### src/rtl/fp_exec_arith.sv
// Execute-stage float unit: pipelined IEEE-754 single add/sub (7 stages), divide and
// float-to-int (6 stages each), all fed from one shared operand register every cycle.
module fp_exec_arith (
   input  logic        clock,
   input  logic        rst,
   input  logic        add_sub,
   input  logic [31:0] dataa,
   input  logic [31:0] datab,
   output logic [31:0] addsub_result,
   output logic [31:0] div_result,
   output logic        division_by_zero,
   output logic [31:0] ftoi_result
);
   localparam logic [31:0] QNAN = 32'h7FC00000;

   typedef struct packed {
      logic              sign;
      logic signed [9:0] ex;
      logic [23:0]       mb;
      logic [24:0]       rem;
      logic [27:0]       quo;
      logic              spec;
      logic [31:0]       spec_val;
      logic              dbz;
   } div_st_t;

   function automatic logic [31:0] fp_add(input logic [31:0] a, input logic [31:0] b);
      logic sa, sb, sr, rnd;
      logic [7:0] ea, eb, ebig, d;
      logic [23:0] mbig, msml;
      logic [4:0] sh, lz;
      logic [58:0] tmp;
      logic [26:0] al, norm;
      logic [27:0] sum;
      logic signed [9:0] ex;
      logic [24:0] m25;
      sa = a[31]; sb = b[31]; ea = a[30:23]; eb = b[30:23];
      if ((ea == 8'hFF && a[22:0] != 23'd0) || (eb == 8'hFF && b[22:0] != 23'd0)) return QNAN;
      if (ea == 8'hFF && eb == 8'hFF) return (sa == sb) ? a : QNAN;
      if (ea == 8'hFF) return a;
      if (eb == 8'hFF) return b;
      if (ea == 8'd0 && eb == 8'd0) return {sa & sb, 31'd0};
      if (ea == 8'd0) return b;
      if (eb == 8'd0) return a;
      if (a[30:0] >= b[30:0]) begin
         sr = sa; ebig = ea; d = ea - eb; mbig = {1'b1, a[22:0]}; msml = {1'b1, b[22:0]};
      end else begin
         sr = sb; ebig = eb; d = eb - ea; mbig = {1'b1, b[22:0]}; msml = {1'b1, a[22:0]};
      end
      // Align the smaller operand; everything shifted past the round bit folds into sticky.
      sh = (d > 8'd31) ? 5'd31 : d[4:0];
      tmp = {msml, 3'b000, 32'd0} >> sh;
      al = tmp[58:32];
      al[0] = al[0] | (|tmp[31:0]);
      if (sa == sb) sum = {1'b0, mbig, 3'b000} + {1'b0, al};
      else          sum = {1'b0, mbig, 3'b000} - {1'b0, al};
      if (sum == 28'd0) return 32'd0;
      ex = 10'(ebig);
      lz = 5'd0;
      if (sum[27]) begin
         norm = sum[27:1];
         norm[0] = norm[0] | sum[0];
         ex = ex + 10'sd1;
      end else begin
         for (int i = 0; i < 27; i++) if (sum[i]) lz = 5'(26 - i);
         norm = sum[26:0] << lz;
         ex = ex - 10'(lz);
      end
      if (ex <= 10'sd0) return {sr, 31'd0};
      rnd = norm[2] & (norm[1] | norm[0] | norm[3]);
      m25 = {1'b0, norm[26:3]} + {24'd0, rnd};
      if (m25[24]) ex = ex + 10'sd1;
      if (ex >= 10'sd255) return {sr, 8'hFF, 23'd0};
      return {sr, ex[7:0], m25[22:0]};
   endfunction

   function automatic logic [31:0] fp_ftoi(input logic [31:0] a);
      logic [7:0] e;
      logic [23:0] m;
      logic [49:0] ext;
      logic [31:0] mag;
      logic rnd;
      e = a[30:23];
      m = {1'b1, a[22:0]};
      if (e == 8'hFF && a[22:0] != 23'd0) return 32'h7FFFFFFF;
      if (e >= 8'd158) return a[31] ? 32'h80000000 : 32'h7FFFFFFF;
      if (e <= 8'd100) return 32'd0;
      if (e >= 8'd150) begin
         mag = {8'd0, m} << (e - 8'd150);
      end else begin
         ext = {m, 26'd0} >> (8'd150 - e);
         rnd = ext[25] & ((|ext[24:0]) | ext[26]);
         mag = {8'd0, ext[49:26]} + {31'd0, rnd};
      end
      return a[31] ? -mag : mag;
   endfunction

   // Seven quotient bits of restoring division per pipeline stage.
   function automatic div_st_t div_step(input div_st_t s);
      div_st_t r;
      r = s;
      for (int i = 0; i < 7; i++) begin
         if (r.rem >= {1'b0, r.mb}) begin
            r.rem = r.rem - {1'b0, r.mb};
            r.quo = {r.quo[26:0], 1'b1};
         end else begin
            r.quo = {r.quo[26:0], 1'b0};
         end
         r.rem = {r.rem[23:0], 1'b0};
      end
      return r;
   endfunction

   logic [31:0] a_q, a_d, b_q, b_d;
   logic        add_sub_q, add_sub_d;
   logic [31:0] add_pipe_q [6];
   logic [31:0] add_pipe_d [6];
   logic [31:0] ftoi_pipe_q [5];
   logic [31:0] ftoi_pipe_d [5];
   logic [31:0] div_res_q, div_res_d;
   logic        dbz_q, dbz_d;
   div_st_t     div_init;
   div_st_t     div_q [4];

   always_comb begin
      a_d = dataa;
      b_d = datab;
      add_sub_d = add_sub;
      add_pipe_d[0] = fp_add(a_q, {b_q[31] ^ ~add_sub_q, b_q[30:0]});
      for (int i = 1; i < 6; i++) add_pipe_d[i] = add_pipe_q[i-1];
      ftoi_pipe_d[0] = fp_ftoi(a_q);
      for (int i = 1; i < 5; i++) ftoi_pipe_d[i] = ftoi_pipe_q[i-1];
   end

   always_comb begin
      div_init = '0;
      div_init.sign = a_q[31] ^ b_q[31];
      div_init.ex = 10'(a_q[30:23]) - 10'(b_q[30:23]) + 10'd127;
      div_init.mb = {1'b1, b_q[22:0]};
      div_init.rem = {2'b01, a_q[22:0]};
      if ((a_q[30:23] == 8'hFF && a_q[22:0] != 23'd0) || (b_q[30:23] == 8'hFF && b_q[22:0] != 23'd0)
          || (a_q[30:23] == 8'd0 && b_q[30:23] == 8'd0) || (a_q[30:23] == 8'hFF && b_q[30:23] == 8'hFF)) begin
         div_init.spec = 1'b1;
         div_init.spec_val = QNAN;
      end else if (a_q[30:23] == 8'hFF || b_q[30:23] == 8'd0) begin
         div_init.spec = 1'b1;
         div_init.spec_val = {div_init.sign, 8'hFF, 23'd0};
         div_init.dbz = (b_q[30:23] == 8'd0) && (a_q[30:23] != 8'hFF);
      end else if (b_q[30:23] == 8'hFF || a_q[30:23] == 8'd0) begin
         div_init.spec = 1'b1;
         div_init.spec_val = {div_init.sign, 31'd0};
      end
   end

   genvar gi;
   generate
      for (gi = 0; gi < 4; gi++) begin : g_div
         div_st_t st_d, st_q;
         if (gi == 0) begin : g_first
            always_comb st_d = div_step(div_init);
         end else begin : g_next
            always_comb st_d = div_step(div_q[gi-1]);
         end
         always_ff @(posedge clock or negedge rst) begin
            if (!rst) st_q <= '0;
            else      st_q <= st_d;
         end
         assign div_q[gi] = st_q;
      end
   endgenerate

   // Quotient lies in (0.5, 2): normalise by at most one bit, then round to nearest even.
   always_comb begin
      logic [27:0]       quo;
      logic signed [9:0] ex;
      logic [24:0]       m25;
      quo = div_q[3].quo;
      ex = div_q[3].ex;
      m25 = '0;
      div_res_d = 32'd0;
      dbz_d = 1'b0;
      if (div_q[3].spec) begin
         div_res_d = div_q[3].spec_val;
         dbz_d = div_q[3].dbz;
      end else begin
         if (!quo[27]) begin
            quo = {quo[26:0], 1'b0};
            ex = ex - 10'sd1;
         end
         m25 = {1'b0, quo[27:4]} + 25'(quo[3] & ((|quo[2:0]) | (|div_q[3].rem) | quo[4]));
         if (m25[24]) ex = ex + 10'sd1;
         if (ex >= 10'sd255)     div_res_d = {div_q[3].sign, 8'hFF, 23'd0};
         else if (ex <= 10'sd0)  div_res_d = {div_q[3].sign, 31'd0};
         else                    div_res_d = {div_q[3].sign, ex[7:0], m25[22:0]};
      end
   end

   always_ff @(posedge clock or negedge rst) begin
      if (!rst) begin
         a_q <= '0;
         b_q <= '0;
         add_sub_q <= 1'b0;
         for (int i = 0; i < 6; i++) add_pipe_q[i] <= '0;
         for (int i = 0; i < 5; i++) ftoi_pipe_q[i] <= '0;
         div_res_q <= '0;
         dbz_q <= 1'b0;
      end else begin
         a_q <= a_d;
         b_q <= b_d;
         add_sub_q <= add_sub_d;
         for (int i = 0; i < 6; i++) add_pipe_q[i] <= add_pipe_d[i];
         for (int i = 0; i < 5; i++) ftoi_pipe_q[i] <= ftoi_pipe_d[i];
         div_res_q <= div_res_d;
         dbz_q <= dbz_d;
      end
   end

   assign addsub_result = add_pipe_q[5];
   assign ftoi_result = ftoi_pipe_q[4];
   assign div_result = div_res_q;
   assign division_by_zero = dbz_q;
endmodule

### config.mk
export PLATFORM = sky130hd
export DESIGN_NAME = fp_exec_arith
export DESIGN_NICKNAME = d
export VERILOG_FILES = /design/src/rtl/fp_exec_arith.sv
export SDC_FILE = /design/constraint.sdc
export NUM_CORES = 2
export LEC_CHECK = 0
export ABC_CLOCK_PERIOD_IN_PS = 46300
export BUFFER_PORTS_ARGS = -buffer_cell sky130_fd_sc_hd__buf_2
export CAP_MARGIN = 20
export CELL_PAD_IN_SITES_DETAIL_PLACEMENT = 1
export CELL_PAD_IN_SITES_GLOBAL_PLACEMENT = 1
export CORE_MARGIN = 1
export CORE_UTILIZATION = 49
export CTS_CLUSTER_SIZE = 30
export DETAILED_ROUTE_END_ITERATION = 10
export PLACE_DENSITY_LB_ADDON = 0.1
export SLEW_MARGIN = 20
export SYNTH_ARGS = -nofsm -noshare
export SYNTH_HDL_FRONTEND = slang
export SYNTH_SLANG_ARGS = --single-unit
### constraint.sdc
create_clock -name clock -period 46.3 [get_ports clock]
set_clock_uncertainty 0.15 [all_clocks]
set_input_delay 2.315 -clock clock [delete_from_list [all_inputs] [get_ports clock]]
set_output_delay 2.315 -clock clock [all_outputs]
set_load 0.02 [all_outputs]
# Word level (Yosys, flattened, before mapping)

Index checks and enable logic that the tools add are counted.

Output and inout port bits: 97
Bits of input ports: 67
Word-level logic and storage cells: 450
Flip-flop bits (word level): 868

Reduce and logical (&&, ||, !) cells: 19
Mux-type cells: 280
Shift-type cells: 4
$add $sub $neg: 45
Equal/unequal tests: 4
Magnitude comparators: 37
Bitwise gates (word level): 14

Operators with widths:

| kind                                             | number |
|---|---|
| 32-bit two-way mux                               | 43 |
| 24-bit two-way mux                               | 42 |
| 25-bit by 24-bit >= comparator with 1-bit output | 27 |
| 24-bit subtractor                                | 28 |
| 28-bit two-way mux                               | 10 |
| 27-bit two-way mux                               | 9 |
| 10-bit two-way mux                               | 23 |
| 5-bit two-way mux                                | 37 |
| 8-bit two-way mux                                | 16 |
| 33-bit two-way mux                               | 3 |
| 1-bit two-way mux                                | 93 |
| 24-bit by 1-bit adder with 25-bit output         | 3 |
| 31-bit two-way mux                               | 2 |
| 59-bit by 5-bit >> shifter with 59-bit output    | 1 |
| 50-bit by 8-bit >> shifter with 50-bit output    | 1 |
| 23-bit two-way mux                               | 2 |
| 23-bit nonzero test                              | 2 |
| 32-bit negation                                  | 1 |
| 32-bit OR reduction                              | 1 |
| 24-bit by 8-bit << shifter with 32-bit output    | 1 |
| 31-bit >= comparator                             | 1 |
| 27-bit by 27-bit adder with 28-bit output        | 1 |
| 28-bit zero test                                 | 1 |
| 27-bit by 27-bit subtractor with 28-bit output   | 1 |
| other kinds (29)                                 | 54 |

# Logic depth before layout (Yosys ltp)

Depth after elaboration: 132
Gate-level depth with buffers: 185

# Worst setup path after synthesis

Ideal clock, no wire load.

Path type: register to register
From: register g_div[1].st_q, in the netlist div_q[332]
To: register g_div[2].st_q, in the netlist div_q[192]
Arrival: 31.827 ns
Library setup time: 0.146 ns
Clock period less this slack: 32.122 ns
Setup slack: 14.178 ns
Path buffers: 16
Stages on the path, launching flop included: 185
Cell sequence: dfrtp_1 -> inv_1 -> ha_1 -> nor2b_1 -> o21ai_0 -> a21boi_0 -> o21ai_0 -> a21boi_0 -> o21ai_0 -> a21boi_0 -> o21ai_0 -> a21boi_0 -> o21ai_0 -> a21boi_0 -> o21ai_0 -> a21boi_0 -> o211ai_1 -> a311oi_1 -> (+149 left out) -> a21boi_0 -> o21ai_0 -> a21oi_1 -> o21ai_0 -> a21oi_1 -> o21ai_0 -> a21oi_1 -> o21ai_0 -> nand2b_1 -> a21o_1 -> a21o_1 -> a221o_1 -> a211o_1 -> and2_1 -> clkbuf_1 -> clkbuf_1 -> nand3b_1 -> o221ai_1

RTL lines:

| element                | line | source |
|---|---|---|
| start, declared        | 158  | `div_st_t st_d, st_q;` |
| start signal, assigned | 166  | `else st_q <= st_d;` |
| end signal, assigned   | 166  |  |
| end, declared          | 158  |  |

==> impl_results.md <==
* Reg2reg end: div_q[190]
* Number of port buffers at 163
* Flop2flop setup slack at 8900 ps
* Post-route ant nets at 0
* Total GRT Usage at 0.390
* Synth unique cells at 119
* Fraction of the mapped netlist area in simple logic gates at 0.198
* CTS clk-pin slew, worst paths at 60 ps
* Hold buffer count at CTS at 0
* Critical path's slowest cell: o21ba_2
* Final setup fails at 0
* Number of global-route vias before repair at approximately 73,000
* Worst r2r path cells at 173
* DRT Pass-1 Iters at 6
* Post-CTS setup buffers at 0
* Least-Margin Pin Slew at 1210 ps
* Synth Instances at 9,037
* Initial Util at 0.495
* Area delta synth->final at 8.52%
* Final HPWL DP at 229,000 um
* Worst reg2reg startpoint: div_q[332]
* Grt ovf at 0
* RSZ-0062 raised after global routing: no
* Hold Path Cell Cnt at 0
* Maxcap violations at 0
* Longest Clk Path Bufs at 3
* Data required, critical path at 46,730 ps
* Asr flop ratio synth at 1.00
* Vias per cell at 6.55
* Slew Viols, Final at 0
* Fin crit share at 0.808
* Post-synth EDFFs at 0
* Sequential Area at roughly 0.019 mm2
* Die ar. at 0.149 mm2
* Gpl congestion at 1.01
* Multiplexer share of the synthesized area at 0.0512
* Hold Startpoint: add_pipe_d[6]
* Die width at 386 um
* Crit path launch type: register
* Drt drc at 0
* Synth Area in Adders at 0.129
* Filler cells at 17,800
* CTS tree: built
* Final nets at 9,885
* Synth Flop Type: dfrtp_1
* Post-synthesis sequential area ratio at 0.261
* Hold slack final at 154 ps
* Initial drt markers at 5,962
* Setup ws final at 8900 ps
* Hold Path Class: reg2reg
* Final core occ at 0.537
* Hold Path End: addsub_result[6]
* Slew headroom at 0.191
* First-pass GRT wire length at 447,000 um
* Crit path kind: reg2reg
* Final hold violations at 0
* Synth Area per Inst at approximately 8.0 um2
* H-tree depth at 3
* Crit-path max FO at 42
* Compound-Gate Fraction of Synth Area at 0.251
* Worst-Skew Late Latency at 760 ps
* Mapped cell area at about 0.072 mm2
* Io pins at 164
* CP endpoint kind: register
* Total CTS buffers at 86
* CTS sink cnt at 752
* Share of layout cells above drive strength 1 at 0.0958
* Status: finished, final reports clean
* Footprint of the multi-input gates at 0.0500 mm2
* DR WL/cell at ~27 um
* Largest net degree at the start of global routing at 149
* Post-synthesis xor/xnor area fraction at 0.0598
* Fin Setup TNS at 0 ps
* Routed vias at 72,400
* Antenna violations before repair at 16
* YS warnings at 0
* # rows at 140
* Seq cells post-synth at around 750
* Worst EP arrival at 37,820 ps
* CTS Root Cell: clkbuf_16
* Largest family of logic cells by synthesized area: compound AO/OA/AOI/OAI gates
* Syn_nets at between 9,000 and 10,000
* Core box area at 0.146 mm2
* CP dominant cell by count: o21ai_0
* Max Fclk at 26.7 MHz
* Setup WS pre-CTS at approximately 10000 ps
* Die height at between 300 and 400 um
* Commonest non-fill, non-tap cells in the layout: 868 x nor2_1, 820 x nand2_1, 749 x dfrtp_1
* Final WL at 297,000 um
* CTS resizes at 0
* Minimum clock period after layout at 37,400 ps
* Crit-path max cell delay at 810 ps
* Leading cell type in the layout, fill and taps excluded: nor2_1
[how the worst max path moves through the flow]
stage	depth (start not counted)	slack [ps]	from	end
after floorplan	184	14180	div_q[332]	div_q[192]
after global placement	173	11240	div_q[454]	div_q[312]
after detailed placement	173	9930	div_q[454]	div_q[317]
after CTS	173	9610	div_q[454]	div_q[317]
after global routing	173	5020	div_q[454]	div_q[319]
final	173	8900	div_q[332]	div_q[190]
[through the flow]
stage                     instance area [um2]  std cells
after global routing                    78400      11100
after global placement                  75400      10900
after floorplan                         72200       9037
after detailed placement                75400      10900
final                                   78400      11100
after CTS                               78300      11100
[Yosys cell counts (20+ instances only)]
cell,n,area share
xnor2_1,330,0.040
buf_2,36,0.0025
a21o_1,216,0.022
xor2_1,161,0.020
mux4_2,21,0.0065
o221ai_1,59,0.0072
buf_1,49,0.0025
nor2b_1,69,0.0060
nand3_1,242,0.017
nor3_1,263,0.018
nor2_1,872,0.045
o31ai_1,104,0.011
a31oi_1,66,0.0057
o211ai_1,66,0.0069
clkbuf_1,269,0.014
a211oi_1,79,0.0082
o21bai_1,59,0.0061
a22oi_1,29,0.0030
o22ai_1,32,0.0028
mux2i_1,88,0.012
a221oi_1,20,0.0024
o41ai_1,24,0.0029
nor4_1,77,0.0067
nand2b_1,114,0.0099
a21oi_1,686,0.048
nand3b_1,23,0.0024
nand2_1,820,0.043
o21a_1,223,0.023
or2_2,57,0.0049
or3_1,79,0.0068
inv_1,553,0.029
a221o_1,21,0.0029
dfrtp_1,752,0.26
mux2_2,207,0.032
nand4_1,174,0.015
a21boi_0,155,0.016
ha_1,730,0.13
and2_1,71,0.0061
o21ai_0,662,0.046
a211o_1,21,0.0025
and3_1,62,0.0054
[cell type report]
class                   count  area share
inverters                 562      0.0269
multi-input cells        7353       0.638
diodes                      1   0.0000319
clock inverters            41     0.00757
clock buffers             113      0.0303
repair buffers            324      0.0264
well taps                1917      0.0306
flip-flops and latches    752       0.240
[flip-flops by register name (all words and copies together), names as in the netlist]
| name | count |
|---|---|
| a_q | 32 |
| addsub_result | 32 |
| add_sub_q | 1 |
| b_q | 32 |
| ftoi_pipe_d | 128 |
| division_by_zero | 1 |
| div_q | 302 |
| div_result | 32 |
| add_pipe_d | 160 |
| ftoi_result | 32 |
[per-layer routing]
| metal | up-vias | GRT usage | wire length [um] |
|---|---|---|---|
| li1 | 32800 | - | - |
| met2 | 2776 | 0.615 | 132000 |
| met1 | 36000 | 0.510 | 125000 |
| met5 | - | 0 | 72 |
| met4 | 12 | 0.203 | 17700 |
| met3 | 869 | 0.0674 | 22400 |
[logic make-up (layout without fill, tap and decap cells)]
logic type	count (synthesis)	after routing
and+or+nand+nor	3022	3022
AOI/OAI and AO/OA	2782	2782
buffers and inverters	932	1040
DFF	752	752
adders and majority gates	739	739
xor gates and xnor gates	492	492
muxes	317	317
other	1	2
[worst max-delay path: cells and delay by family, from the launching register on]
family	cells	cell delay (ps)
AOI/OAI and AO/OA	134	27630
adders and majority gates	7	2270
buffers and inverters	8	2100
DFF	1	320
muxes	3	780
and+or+nand+nor	21	3910
Power is not shown: default switching activity piles up to over one toggle a cycle in this logic, so the estimate is an artifact.
